[config.mk]
export PLATFORM = sky130hd
export DESIGN_NAME = fma_norm_round
export DESIGN_NICKNAME = d
export VERILOG_FILES = /design/src/rtl/fma_norm_round.sv
export SDC_FILE = /design/constraint.sdc
export NUM_CORES = 1
export LEC_CHECK = 0
export CORE_ASPECT_RATIO = 0.9
export CORE_MARGIN = 5
export CORE_UTILIZATION = 30
export DETAILED_ROUTE_END_ITERATION = 8
export GPL_TIMING_DRIVEN = 0
export PLACE_DENSITY_LB_ADDON = 0.25
export SLEW_MARGIN = 20
export SYNTH_ARGS = -nofsm -noshare
export SYNTH_HDL_FRONTEND = slang
export SYNTH_SLANG_ARGS = --single-unit
export TNS_END_PERCENT = 5
[constraint.sdc]
create_clock -name clk -period 3.45 [get_ports clk]
set_clock_uncertainty 0.05 [all_clocks]
set_input_delay 1.035 -clock clk [delete_from_list [all_inputs] [get_ports clk]]
set_output_delay 1.035 -clock clk [all_outputs]
set_load 0.01 [all_outputs]
[src/rtl/fma_norm_round.sv]
// Normalize-and-round stage of the BF16 FMA datapath: applies the LZA shift with
// one-position correction, rounds to nearest-even and packs the result in two stages.
module fma_norm_round #(
  parameter int unsigned CSIG_WIDTH = 23,
  parameter int unsigned EXP_WIDTH  = 8,
  parameter int unsigned MAN_WIDTH  = 7
) (
  input  logic                           clk,
  input  logic                           rst_n,
  input  logic                           in_valid,
  output logic                           in_ready,
  input  logic [CSIG_WIDTH:0]            in_sum,
  input  logic [5:0]                     in_ld_count,
  input  logic [EXP_WIDTH+1:0]           in_exp,
  input  logic                           in_sign,
  input  logic                           in_nan,
  input  logic                           in_inf,
  output logic                           out_valid,
  input  logic                           out_ready,
  output logic [EXP_WIDTH+MAN_WIDTH:0]   out_result,
  output logic                           out_overflow,
  output logic                           out_underflow,
  output logic                           out_inexact
);

  localparam int unsigned SumW     = CSIG_WIDTH + 1;
  localparam int unsigned ExpW     = EXP_WIDTH + 2;
  localparam int unsigned KeepW    = MAN_WIDTH + 1;
  localparam int unsigned GuardPos = CSIG_WIDTH - KeepW;
  localparam int unsigned ResW     = EXP_WIDTH + MAN_WIDTH + 1;

  localparam logic [5:0]                 MaxShift = 6'(CSIG_WIDTH);
  localparam logic signed [ExpW-1:0]     ExpOvf   = ExpW'((1 << EXP_WIDTH) - 1);
  localparam logic [ResW-1:0]            QNaN     = {1'b0, {EXP_WIDTH{1'b1}}, 1'b1,
                                                     {(MAN_WIDTH-1){1'b0}}};

  logic en1, en2;

  // Stage 1 state
  logic                 s1Valid;
  logic [SumW-1:0]      s1Sum;
  logic [ExpW-1:0]      s1Exp;
  logic                 s1Sign, s1Nan, s1Inf, s1Zero;

  // Stage 1 combinational normalize
  logic [5:0]           shAmt, totShift;
  logic [SumW-1:0]      normPre, normSum;
  logic [ExpW-1:0]      normExp;

  // Stage 2 combinational round/pack
  logic [KeepW-1:0]     keep;
  logic                 guardBit, stickyBit, roundUp, fracCarry, expNonPos;
  logic [MAN_WIDTH:0]   fracRnd;
  logic [ExpW-1:0]      rndExp;
  logic [ResW-1:0]      resNext;
  logic                 ovfNext, unfNext, inxNext;

  assign en2      = ~out_valid | out_ready;
  assign en1      = ~s1Valid | en2;
  assign in_ready = en1;

  always_comb begin
    shAmt    = (in_ld_count > MaxShift) ? MaxShift : in_ld_count;
    normPre  = in_sum << shAmt;
    // The LZA may undercount by one; a clear MSB means one more shift is needed.
    normSum  = normPre[SumW-1] ? normPre : (normPre << 1);
    totShift = shAmt + {5'd0, ~normPre[SumW-1]};
    normExp  = in_exp + ExpW'(1) - ExpW'(totShift);
  end

  always_ff @(posedge clk or negedge rst_n) begin
    if (!rst_n) begin
      s1Valid <= 1'b0;
      s1Sum   <= '0;
      s1Exp   <= '0;
      s1Sign  <= 1'b0;
      s1Nan   <= 1'b0;
      s1Inf   <= 1'b0;
      s1Zero  <= 1'b0;
    end else if (en1) begin
      s1Valid <= in_valid;
      if (in_valid) begin
        s1Sum  <= normSum;
        s1Exp  <= normExp;
        s1Sign <= in_sign;
        s1Nan  <= in_nan;
        s1Inf  <= in_inf;
        s1Zero <= (in_sum == '0);
      end
    end
  end

  always_comb begin
    keep      = s1Sum[SumW-1 -: KeepW];
    guardBit  = s1Sum[GuardPos];
    stickyBit = |s1Sum[GuardPos-1:0];
    roundUp   = guardBit & (stickyBit | keep[0]);
    // Rounding the fraction alone; it carries out of the significand only with the hidden bit set.
    fracRnd   = {1'b0, keep[MAN_WIDTH-1:0]} + {{MAN_WIDTH{1'b0}}, roundUp};
    fracCarry = fracRnd[MAN_WIDTH] & keep[KeepW-1];
    rndExp    = s1Exp + ExpW'(fracCarry);
    expNonPos = rndExp[ExpW-1] | ~|rndExp;

    resNext = {s1Sign, rndExp[EXP_WIDTH-1:0], fracRnd[MAN_WIDTH-1:0]};
    ovfNext = 1'b0;
    unfNext = 1'b0;
    inxNext = guardBit | stickyBit;

    if (s1Nan) begin
      resNext = QNaN;
      inxNext = 1'b0;
    end else if (s1Inf) begin
      resNext = {s1Sign, {EXP_WIDTH{1'b1}}, {MAN_WIDTH{1'b0}}};
      inxNext = 1'b0;
    end else if (s1Zero) begin
      resNext = '0;
      inxNext = 1'b0;
    end else if ($signed(rndExp) >= ExpOvf) begin
      resNext = {s1Sign, {EXP_WIDTH{1'b1}}, {MAN_WIDTH{1'b0}}};
      ovfNext = 1'b1;
      inxNext = 1'b1;
    end else if (expNonPos) begin
      resNext = {s1Sign, {(ResW-1){1'b0}}};
      unfNext = 1'b1;
      inxNext = |keep;
    end
  end

  always_ff @(posedge clk or negedge rst_n) begin
    if (!rst_n) begin
      out_valid     <= 1'b0;
      out_result    <= '0;
      out_overflow  <= 1'b0;
      out_underflow <= 1'b0;
      out_inexact   <= 1'b0;
    end else if (en2) begin
      out_valid <= s1Valid;
      if (s1Valid) begin
        out_result    <= resNext;
        out_overflow  <= ovfNext;
        out_underflow <= unfNext;
        out_inexact   <= inxNext;
      end
    end
  end

endmodule

* Word level (Yosys, flattened, before mapping)
Index checks and enable logic that the tools add are counted.
Word-level totals: memories kept 0, memory bits (read-only) 0, output and inout bits 21, input bits 47, latch bits 0, flip-flop bits (word level) 59, bits in writable memories 0
Cells by class: shift operators 1, $add $sub $neg 5, $mul 0, eq/ne operators 0, multiplexer cells 21, reductions and logical operators 7, magnitude comparators 2, div/mod/pow operators 0, bitwise operators 10
Operators with widths (count):
- 16-bit 2-to-1 mux | 3
- 15-bit 2-to-1 mux | 2
- 24-bit zero test | 1
- 24-bit 2-to-1 mux | 1
- 24-bit by 6-bit left shift with 24-bit output | 1
- 15-bit OR reduction | 1
- 1-bit 2-to-1 mux | 14
- 10-bit by 1-bit adder with 10-bit output | 1
- 10-bit by 1-bit adder with 10-bit output (second input constant) | 1
- 10-bit by 9-bit >= comparator with 1-bit output (second input constant) | 1
- 10-bit OR reduction | 1
- 10-bit by 6-bit subtractor with 10-bit output | 1
- 7-bit by 1-bit adder with 8-bit output | 1
- 8-bit OR reduction | 1
- 6-bit by 1-bit adder with 6-bit output | 1
- 6-bit by 5-bit greater-than comparator with 1-bit output (second input constant) | 1
- 6-bit 2-to-1 mux | 1
- 1-bit OR | 5
- 2-bit AND reduction | 2
- 1-bit inverter | 3
- 1-bit bitwise AND | 2
- 1-bit zero test | 1

* Depth between registers and ports, before layout
Gate-level depths: netlist (run 1).
word-level depth 14, depth in mapped cells 24, mapped depth without buffers 20

* Worst setup path after synthesis (run 1)
No wires, ideal clock.
kind in2reg, start in in_ld_count[0], end reg s1Exp[9], data arrival time 5.025 ns, path slack -1.759 ns, path buffers 4, stages on the path 24, library setup time 0.134 ns, cells stage by stage buf_4 a211oi_4 inv_2 buf_6 a211oi_2 a31oi_1 o21ai_1 o221ai_2 inv_2 buf_6 buf_8 ha_1 ha_1 ha_1 inv_1 ha_1 fa_1 a21o_1 a21oi_1 o21bai_1 a21oi_1 o21ai_0 xnor2_1 o21ai_0
On the way: longest elaborated chain between the ends 6
RTL lines:
- start, declared | RTL line 13 | input logic [5:0] in_ld_count,
- 6-bit by 5-bit greater-than comparator with 1-bit output | RTL line 63 | shAmt = (in_ld_count > MaxShift) ? MaxShift : in_ld_count;
- 6-bit 2-to-1 mux (*) | RTL line 63
- 24-bit by 6-bit left shift with 24-bit output | RTL line 64 | normPre = in_sum << shAmt;
- 1-bit inverter | RTL line 67 | totShift = shAmt + {5'd0, ~normPre[SumW-1]};
- 6-bit by 1-bit adder with 6-bit output (*) | RTL line 67
- 10-bit by 6-bit subtractor with 10-bit output (*) | RTL line 68 | normExp = in_exp + ExpW'(1) - ExpW'(totShift);
- end signal, assigned | RTL line 84 | s1Exp <= normExp;
- end, declared | RTL line 42 | logic [ExpW-1:0] s1Exp;
Every way passes the cells marked *; elsewhere a longest branch is shown, timed or not. A chain may end at the register's enable or synchronous reset.

* Worst setup path in the final report (run 1)
start in in_ld_count[2], end reg s1Exp[9]
The elaborated chain is that of the path after synthesis.

==> qor.yml, run 1 <==
layout:
  nFillCells: 1603
  largest_reg_flops: 24
  mostFrequentLayoutCell: "nand2_1"
  drive_gt1_share_pct: 19.3
  layout.nets: 758
  reg_top3: "s1Sum x24, out_result x16, s1Exp x10"
  final_cells: 902
  largest-register: "s1Sum"
  final_util_pct: 41.4
  area_growth_pct: 35.5
  diodes: 0
  mostFrequentLayoutCells: "85 x nand2_1, 59 x dfrtp_1, 46 x clkdlybuf4s50_1"
sta:
  rsz0062_at_grt: "true"
  tightest_slew_ns: 0.958
  hold_viol_final: 0
  setup_viol: 8
  fin_setup_tns_ns: -6.25
  period_minus_slack_ns: 4.49
  hold_slack_ns: 0.420
  fin_crit_sh_pct: 130
  relSlewSlack_pct: 35.7
  drv_slew: 0
  timing.final.ws_setup_ns: -1.04
  fmax_mhz: 223
job:
  drv_cap: 0
synth:
  synth-seq-cells: 59
  ys_async_sr_fraction_pct: 100
  synth_top_area_cell: "dfrtp_1"
  ys_seq_area_share_pct: 29.9
  synth_ff_type: "dfrtp_1"
  synth_top_cell_area_share_pct: 29.9
  synth_warnings: 0
  syn_area_per_cell_um2: 8.47
  syn_area_mm2: 0.00493
  synth_nets: 649
  ys_top_cells_by_area: "dfrtp_1 30%, nand2_1 6.5%, mux2i_1 5.5%, ha_1 4.8%, o21ai_0 4.1%"
  synth_edf_count: 0
  syn_inst: 582
  ys_types: 69
grt:
  grt_max_degree: 36
  grt_util_all_layers_pct: 16.9
  first_global_vias: 5160
  antenna_found_initial: 0
  grt_pass1_wl_um: 26900
  overflow: 0
setup_path:
  ff2ff_path_depth: 12
  cpPeakStageDelay_ns: 0.38
  cp_max_fo: 4
  ff2ff_setup_slack_ns: 0.21
  critPathRequiredTime_ns: 3.60
  path_cells: "buf_6, buf_6, buf_12, a211oi_4, buf_4, nand2_1, a31oi_4, o21ai_4, o221ai_4, inv_4, ha_4, ha_4, ha_4, inv_2, ha_4, fa_2, a21o_1, a21oi_2, o21bai_1, a21oi_2, o21ai_1, xnor2_1, o21ai_1"
  critPathArrivalTime_ns: 4.63
  critPathMostFrequentCell: "ha_4"
  critPathSlowestCell: "fa_2"
  startpoint_type: "input pin"
  end_kind: "register"
  critPathKind: "input pin to register"
floorplan:
  ios: 68
  core-area_mm2: 0.0161
  fp.dieW_um: 145
  die_y_um: 132
  die_area_mm2: 0.0191
  initial_core_util_pct: 30.6
  rows: 44
place:
  gp_congestion: 0.931
  place_hpwl_um: 12300
  pre_cts_ws_ns: -2.52
  io_buffer_count: 63
  dp_cells: 853
drt:
  drt_wl_total_um: 16400
  drt_pass1_iterations: 5
  drt_iter0_markers: 333
  wl_per_cell_um: 18.2
  viasPerCell: 5.68
  route.detailed.drc: 0
  vias: 5119
  drtAntennaViolNets: 0
clocking:
  tritoncts: "yes"
  cts-root-buf: "clkbuf_16"
  cts_buffers: 9
  cts_hold_buf: 0
  htree_levels: 3
  clockBufferDepth: 2
  path_clk_slew_ns: 0.05
  clkSinkCount: 59
  clkLatencyLatePin_ns: 0.33
power_and_ir_drop:
  p_clk_share_pct: 31.8
  p_int_uw: 1980
  cellPowerDensity_mw_per_mm2: 443
  vdd_drop_max_uv: 287
  netSwitchingPower_uw: 979
  p_seq_share_pct: 31.2
  p_leak_uw: 0.00279
  sw_frac_of_total_pct: 33.0
  p_comb_share_pct: 36.9
min_path:
  hold_class: "register to register"
  whs_path_depth: 2
status:
  violations: "setup timing"
  outcome: "finished with violations"
-- cells by family after synthesis --
family                   after synthesis  share of synthesized area [%]
AO/OA/AOI/OAI                        164                           24.0
other                                  1                         0.0760
AND/OR/NAND/NOR                      218                           21.2
XOR/XNOR                              22                           3.91
multiplexers                          42                           9.82
buffers and inverters                 56                           5.81
flip-flops                            59                           29.9
adder cells (fa/ha/maj)               20                           5.23
-- worst paths after layout --
| path | startpoint | end |
|---|---|---|
| max | in_ld_count[2] | s1Exp[9] |
| min | out_result[15] | out_result[15] |
| max reg2reg | s1Sum[16] | out_result[12] |
| min reg2reg | out_result[15] | out_result[15] |
| max in group asynchronous | rst_n | s1Sum[5] |
| min in group asynchronous | rst_n | out_result[12] |
-- critical path, delay by kind of cell --
| kind | cells | cell delay (ns) |
|---|---|---|
| AOI/OAI and AO/OA | 10 | 1.55 |
| adders and majority gates | 5 | 1.19 |
| buffers and inverters | 6 | 0.62 |
| xor gates and xnor gates | 1 | 0.16 |
| and+or+nand+nor | 1 | 0.08 |
-- final cells by class --
cell class | count | area (µm²) | area share [%]
plain buffers | 35 | 221 | 3.31
clock buffers | 10 | 239 | 3.58
clock inverters | 5 | 77.6 | 1.16
inverters | 19 | 73.8 | 1.10
multi-input cells | 467 | 3410 | 51.0
flip-flops and latches | 59 | 1480 | 22.1
well taps | 207 | 259 | 3.88
repair buffers | 100 | 925 | 13.8
-- power by group through the flow --
| stage | logic (µW) | registers (µW) | clock network (µW) |
|---|---|---|---|
| floorplan | 611 | 932 | 0 |
| CTS | 1050 | 925 | 966 |
| global route | 1200 | 945 | 1010 |
| finish | 1090 | 925 | 942 |
| detailed placement | 982 | 936 | 0 |
| global placement | 972 | 929 | 0 |
-- synthesized netlist by cell type, types with 4 or more instances --
cell	count
a2111oi_0	7
a211oi_1	4
a21o_1	5
a21oi_1	27
a221o_1	4
a221oi_1	4
a22o_1	8
a31oi_1	12
a32o_1	7
a32oi_1	5
and2_1	10
and3_1	5
buf_2	4
buf_4	8
buf_6	4
clkbuf_1	17
dfrtp_1	59
ha_1	19
inv_1	16
mux2_2	10
mux2i_1	27
mux4_2	4
nand2_1	85
nand2b_1	9
nand3_1	18
nand4_1	5
nor2_1	32
nor2b_1	7
nor3_1	17
nor4_1	14
o21a_1	5
o21ai_0	40
o31ai_1	6
xnor2_1	16
xor2_1	6
-- timing repair --
action / 4_1_cts / 5_1_grt
pin swaps: 21 / 18
gates resized for setup: 37 / 32
endpoints found under the setup margin: 36 / 34
setup buffers: 30 / 6
-- metrics by stage --
step | total power (µW) | area (µm²)
after floorplan | 1540 | 5020
after global placement | 1900 | 5910
after detailed placement | 1920 | 5930
after CTS | 2950 | 6540
after global routing | 3150 | 6680
final | 2960 | 6680
-- layer usage --
metal  share of wire, %  vias up  GRT usage (%)
met3                6.1       36           3.72
met5                  0        -              0
met1                 45     2498           22.8
met2                 47      206           27.6
met4                1.9        0           4.51
li1                   -     2379              -
Power figures use the tool's default switching activity.
==> inputs of run 2 (changes only) <==
- clock period: 3.45 -> 3.9 ns (I/O delays scaled with it)
==> qor.yml, run 2 (synthesized netlist as in run 1, its figures left out) <==
layout:
  largest_reg_flops: 24  # unchanged
  drive_gt1_share_pct: 18.1  # -1.2 points
  mostFrequentLayoutCell: "nand2_1"
  area_growth_pct: 34.7
  largest-register: "s1Sum"
  seqCellArea_mm2: 0.00148  # unchanged
  final_cells: 902  # unchanged
  multi_input_area_mm2: 0.00338  # -0.99%
  reg_top3: "s1Sum x24, out_result x16, s1Exp x10"
  diodes: 0  # unchanged
  layout.nets: 758  # unchanged
  final_util_pct: 41.2  # -0.26 points
  nFillCells: 1607  # +0.25%
  mostFrequentLayoutCells: "85 x nand2_1, 59 x dfrtp_1, 46 x clkdlybuf4s50_1"
power_and_ir_drop:
  cellPowerDensity_mw_per_mm2: 393  # -11%
  p_total_uw: 2610  # -12%
  p_leak_uw: 0.00277  # -0.59%
  vdd_drop_max_uv: 254  # -12%
clocking:
  cts-root-buf: "clkbuf_16"
  htree_levels: 3  # unchanged
  clockBufferDepth: 2  # unchanged
  cts_buffers: 9  # unchanged
  clkSinkCount: 59  # unchanged
  clkLatencyLatePin_ns: 0.33  # about the same
  path_clk_slew_ns: 0.05  # about the same
  cts_hold_buf: 0  # unchanged
  tritoncts: "yes"
place:
  place_hpwl_um: 12300  # unchanged
  io_buffer_count: 63  # unchanged
  gp_congestion: 0.931  # unchanged
  dp_cells: 853  # unchanged
grt:
  first_global_vias: 5159  # -0.019%
  grt_pass1_wl_um: 26900  # unchanged
  overflow: 0  # unchanged
  grt_max_degree: 36  # unchanged
  grt_util_all_layers_pct: 16.9  # about the same
  antenna_found_initial: 0  # unchanged
setup_path:
  path_cells: "buf_6, buf_6, buf_12, a211oi_4, buf_4, nand2_1, a31oi_4, o21ai_4, o221ai_4, inv_4, ha_4, ha_4, ha_4, inv_2, ha_4, fa_2, a21o_1, a21oi_2, o21bai_1, a21oi_2, o21ai_1, xnor2_1, o21ai_1"
  ff2ff_path_depth: 13  # +1
  startpoint_type: "input pin"
  reg2reg_from: "s1Sum[16]"
  end_kind: "register"
  ff2ff_setup_slack_ns: 0.38  # +0.17 ns
  critPathRequiredTime_ns: 4.05  # +0.45 ns
  critPathKind: "input pin to register"
  worstReg2RegEnd: "out_result[6]"
  cp_max_fo: 4  # unchanged
  cpPeakStageDelay_ns: 0.38  # about the same
  critPathSlowestCell: "fa_2"
  critPathMostFrequentCell: "ha_4"
  critPathArrivalTime_ns: 4.77  # +0.14 ns
floorplan:
  die_area_mm2: 0.0191  # unchanged
  rows: 44  # unchanged
  die_y_um: 132  # unchanged
  fp.dieW_um: 145  # unchanged
  core-area_mm2: 0.0161  # unchanged
  ios: 68  # unchanged
  initial_core_util_pct: 30.6  # unchanged
drt:
  drtAntennaViolNets: 0  # unchanged
  vias: 5133  # +0.27%
  drt_iter0_markers: 371  # +11%
  drt_wl_total_um: 16500  # +0.57%
  route.detailed.drc: 0  # unchanged
  drt_pass1_iterations: 5  # unchanged
  viasPerCell: 5.69  # +0.27%
  wl_per_cell_um: 18.3  # +0.57%
sta:
  fmax_mhz: 216
  period_minus_slack_ns: 4.63
  fin_crit_sh_pct: 119
  hold_viol_final: 0  # unchanged
  setup_viol: 8  # unchanged
  drv_slew: 0  # unchanged
  relSlewSlack_pct: 36.2  # +0.51 points
  tightest_slew_ns: 0.950  # -0.00760 ns
  timing.final.ws_setup_ns: -0.727  # +0.310 ns
  rsz0062_at_grt: "true"
status:
  violations: "setup timing"
  outcome: "finished with violations"
job:
  drv_cap: 0  # unchanged
min_path:
  min_to: "out_result[15]"
  hp-start: "out_result[15]"
  hold_class: "register to register"
  whs_path_depth: 2  # unchanged
==> run 2: changes by cell type in the layout (fill, tap and decap cells not counted), sizes merged <==
cell,delta
clkbuf,+1
buf,-1
==> run 2: critical path, delay by kind of cell <==
kind            cells  cell delay [ns]
compound gates     10             1.55
xor+xnor            1             0.16
fa+ha+maj           5             1.19
buf+inv             6             0.63
simple gates        1             0.08
==> run 2: how the worst max path moves through the flow <==
stage,startpoint,to,slack (ns),depth (start not counted)
floorplan,in_ld_count[4],s1Exp[9],-1.21,22
global placement,in_ld_count[2],s1Exp[9],-2.16,23
detailed placement,in_ld_count[2],s1Exp[9],-2.21,23
CTS,in_ld_count[2],s1Exp[9],-0.87,23
global route,in_ld_count[2],s1Exp[9],-0.89,23
finish,in_ld_count[2],s1Exp[9],-0.73,23
==> run 2: timing repair <==
item,CTS,global route
gates resized for setup,35,19
endpoints found under the setup margin,14,8
pin swaps,21,17
buffers inserted,30,6
==> run 2: final cells by class <==
type	instances	share of cell area (%)
clock inverter	5	1.17
inverter	19	1.11
buffer	35	3.22
clock buffer	10	3.60
multi-input combinational	467	50.8
sequential	59	22.2
timing repair buffer	100	13.9
tap	207	3.90
==> run 2: power breakdown <==
part | internal, µW | switching (µW) | total, µW | leakage [µW]
Sequential | 721 | 96.8 | 818 | 0.000736
Combinational | 459 | 501 | 960 | 0.00188
Clock | 569 | 264 | 833 | 0.000154
==> run 2: metal layers <==
layer / part of all wire [%] / track usage, % / up-vias
met5: 0 / 0 / -
met4: 1.7 / 4.46 / 0
met3: 6.7 / 3.72 / 35
met2: 47 / 27.6 / 219
met1: 44 / 22.8 / 2499
li1: - / - / 2380
==> run 2: metrics by stage <==
step	setup slack, ns	hold slack, ns	setup TNS (ns)	area, µm²
final	-0.727	0.421	-3.76	6640
after global placement	-2.16	0.412	-35.17	5910
after global routing	-0.890	0.457	-4.89	6640
after CTS	-0.866	0.429	-4.70	6530
after floorplan	-1.21	0.396	-7.26	5020
after detailed placement	-2.21	0.418	-22.62	5930
==> inputs of run 3 (changes only) <==
- GPL_TIMING_DRIVEN: 0 -> default
==> qor.yml, run 3 (synthesized netlist as in run 1, its figures left out) <==
status:
  outcome: "finished with violations"
  violations: "setup timing"
power_and_ir_drop:
  vdd_drop_max_uv: 251  # -1.4%
  cellPowerDensity_mw_per_mm2: 371  # -5.8%
  p_leak_uw: 0.00304  # +9.6%
clocking:
  clockBufferDepth: 2  # unchanged
  cts_buffers: 9  # unchanged
  path_clk_slew_ns: 0.05  # about the same
  clkLatencyLatePin_ns: 0.33  # about the same
  tritoncts: "yes"
  clkSinkCount: 59  # unchanged
  htree_levels: 3  # unchanged
  cts-root-buf: "clkbuf_16"
sta:
  setup_viol: 11  # +3
  fin_crit_sh_pct: 117  # -1.4 points
  hold_viol_final: 0  # unchanged
  tightest_slew_ns: 0.887  # -0.0629 ns
  period_minus_slack_ns: 4.57  # -0.0529 ns
  drv_slew: 0  # unchanged
  rsz0062_at_grt: "true"
  fmax_mhz: 219  # +1.2%
  relSlewSlack_pct: 39.3  # +3.2 points
  timing.final.ws_setup_ns: -0.674  # +0.0529 ns
  fin_setup_tns_ns: -5.38  # -1.62 ns
grt:
  first_global_vias: 5210  # +0.99%
  grt_pass1_wl_um: 26400  # -1.9%
  grt_max_degree: 36  # unchanged
  overflow: 0  # unchanged
  antenna_found_initial: 0  # unchanged
  grt_util_all_layers_pct: 16.5  # -0.44 points
place:
  dp_cells: 910  # +6.7%
  io_buffer_count: 67  # +6.3%
  pre_cts_ws_ns: -1.51  # +0.702 ns
  place_hpwl_um: 12300  # -0.19%
  gp_congestion: 0.896  # -3.7%
layout:
  reg_top3: "s1Sum x24, out_result x16, s1Exp x10"
  final_util_pct: 43.7  # +2.6 points
  diodes: 0  # unchanged
  largest_reg_flops: 24  # unchanged
  layout.nets: 807  # +6.5%
  mostFrequentLayoutCells: "114 x buf_4, 85 x nand2_1, 59 x dfrtp_1"
  area_growth_pct: 43.1
  final_cells: 952  # +5.5%
  drive_gt1_share_pct: 26.2  # +8.0 points
  largest-register: "s1Sum"
  mostFrequentLayoutCell: "buf_4"
floorplan:
  die_y_um: 132  # unchanged
  ios: 68  # unchanged
  die_area_mm2: 0.0191  # unchanged
  fp.dieW_um: 145  # unchanged
  initial_core_util_pct: 30.6  # unchanged
  rows: 44  # unchanged
  core-area_mm2: 0.0161  # unchanged
drt:
  vias: 5095  # -0.74%
  drt_iter0_markers: 361  # -2.7%
  dr_wl_met2_um: 7790  # about the same
  drt_wl_total_um: 15900  # -3.7%
  viasPerCell: 5.35  # -6.0%
  route.detailed.drc: 0  # unchanged
  wl_per_cell_um: 16.7  # -8.8%
  highest_layer: "met4"
  drt_pass1_iterations: 5  # unchanged
  drtAntennaViolNets: 0  # unchanged
  wl_met3_um: 760  # -31%
  wl_met1_um: 7030  # -3.7%
setup_path:
  critPathKind: "input pin to register"
  cp_max_fo: 6  # +2
  startpoint_type: "input pin"
  critPathRequiredTime_ns: 4.06  # about the same
  ff2ff_path_depth: 13  # unchanged
  critPathArrivalTime_ns: 4.74  # -0.03 ns
  end_kind: "register"
min_path:
  whs_path_depth: 2  # unchanged
  hold_class: "register to register"
job:
  drv_cap: 0  # unchanged
-- run 3: changes by cell type in the layout (fill, tap and decap cells not counted), sizes merged, moves of 2 or more --
cell,change
clkdlybuf4s50,+9
dlymetal6s2s,-3
clkbuf,-17
dlygate4sd2,-5
clkinv,+2
buf,+66
-- run 3: cell type report --
type,count,area (µm²)
clock inverters,5,53.8
inverters,19,73.8
fillers,1604,9080
flip-flops and latches,59,1480
clock buffers,11,233
well taps,207,259
repair buffers,184,1560
multi-input cells,467,3400
-- run 3: worst max-delay path, stage by stage --
cell	delay, ns
buf_6	0.11
buf_4	0.16
a221o_1	0.37
a32oi_1	0.18
o21ai_1	0.12
buf_4	0.15
buf_4	0.12
buf_4	0.12
buf_4	0.13
buf_4	0.13
buf_4	0.12
buf_4	0.12
buf_4	0.12
buf_4	0.12
buf_4	0.12
buf_4	0.12
buf_4	0.13
buf_4	0.12
buf_4	0.12
buf_4	0.12
buf_4	0.13
o22ai_4	0.17
a21oi_2	0.11
a211oi_2	0.25
o31ai_1	0.09
-- run 3: final timing paths --
kind	startpoint	end	slack, ns
max	in_ld_count[4]	s1Sum[22]	-0.67
min	out_result[15]	out_result[15]	0.42
max reg2reg	s1Sum[16]	out_result[6]	0.39
max in group asynchronous	rst_n	s1Sum[2]	2.17
min reg2reg	out_result[15]	out_result[15]	0.42
min in group asynchronous	rst_n	out_result[11]	0.77
-- run 3: power by group --
part / switching, µW / total, µW / internal, µW
clock: 269 / 761 / 491
sequential: 112 / 833 / 721
combinational: 494 / 1020 / 526
-- run 3: per-stage QoR --
stage / cell area [µm²] / total power [µW] / hold slack (ns)
after floorplan: 5020 / 1360 / 0.396
after CTS: 6990 / 2620 / 0.426
after global placement: 6420 / 1760 / 0.410
final: 7050 / 2610 / 0.419
after detailed placement: 6420 / 1770 / 0.415
after global routing: 7050 / 2780 / 0.447
-- run 3: timing repair --
action	CTS	global route
hold buffers	0	0
hold endpoints to repair	0	0
buffers inserted	25	1
endpoints found under the setup margin	9	12
pin swaps	22	10
gates resized for setup	55	12
-- run 3: layer usage --
metal / vias to the layer above / track usage, %
li1: 2474 / -
met1: 2440 / 21.0
met2: 152 / 28.1
met3: 29 / 3.62
met4: 0 / 4.87
met5: - / 0
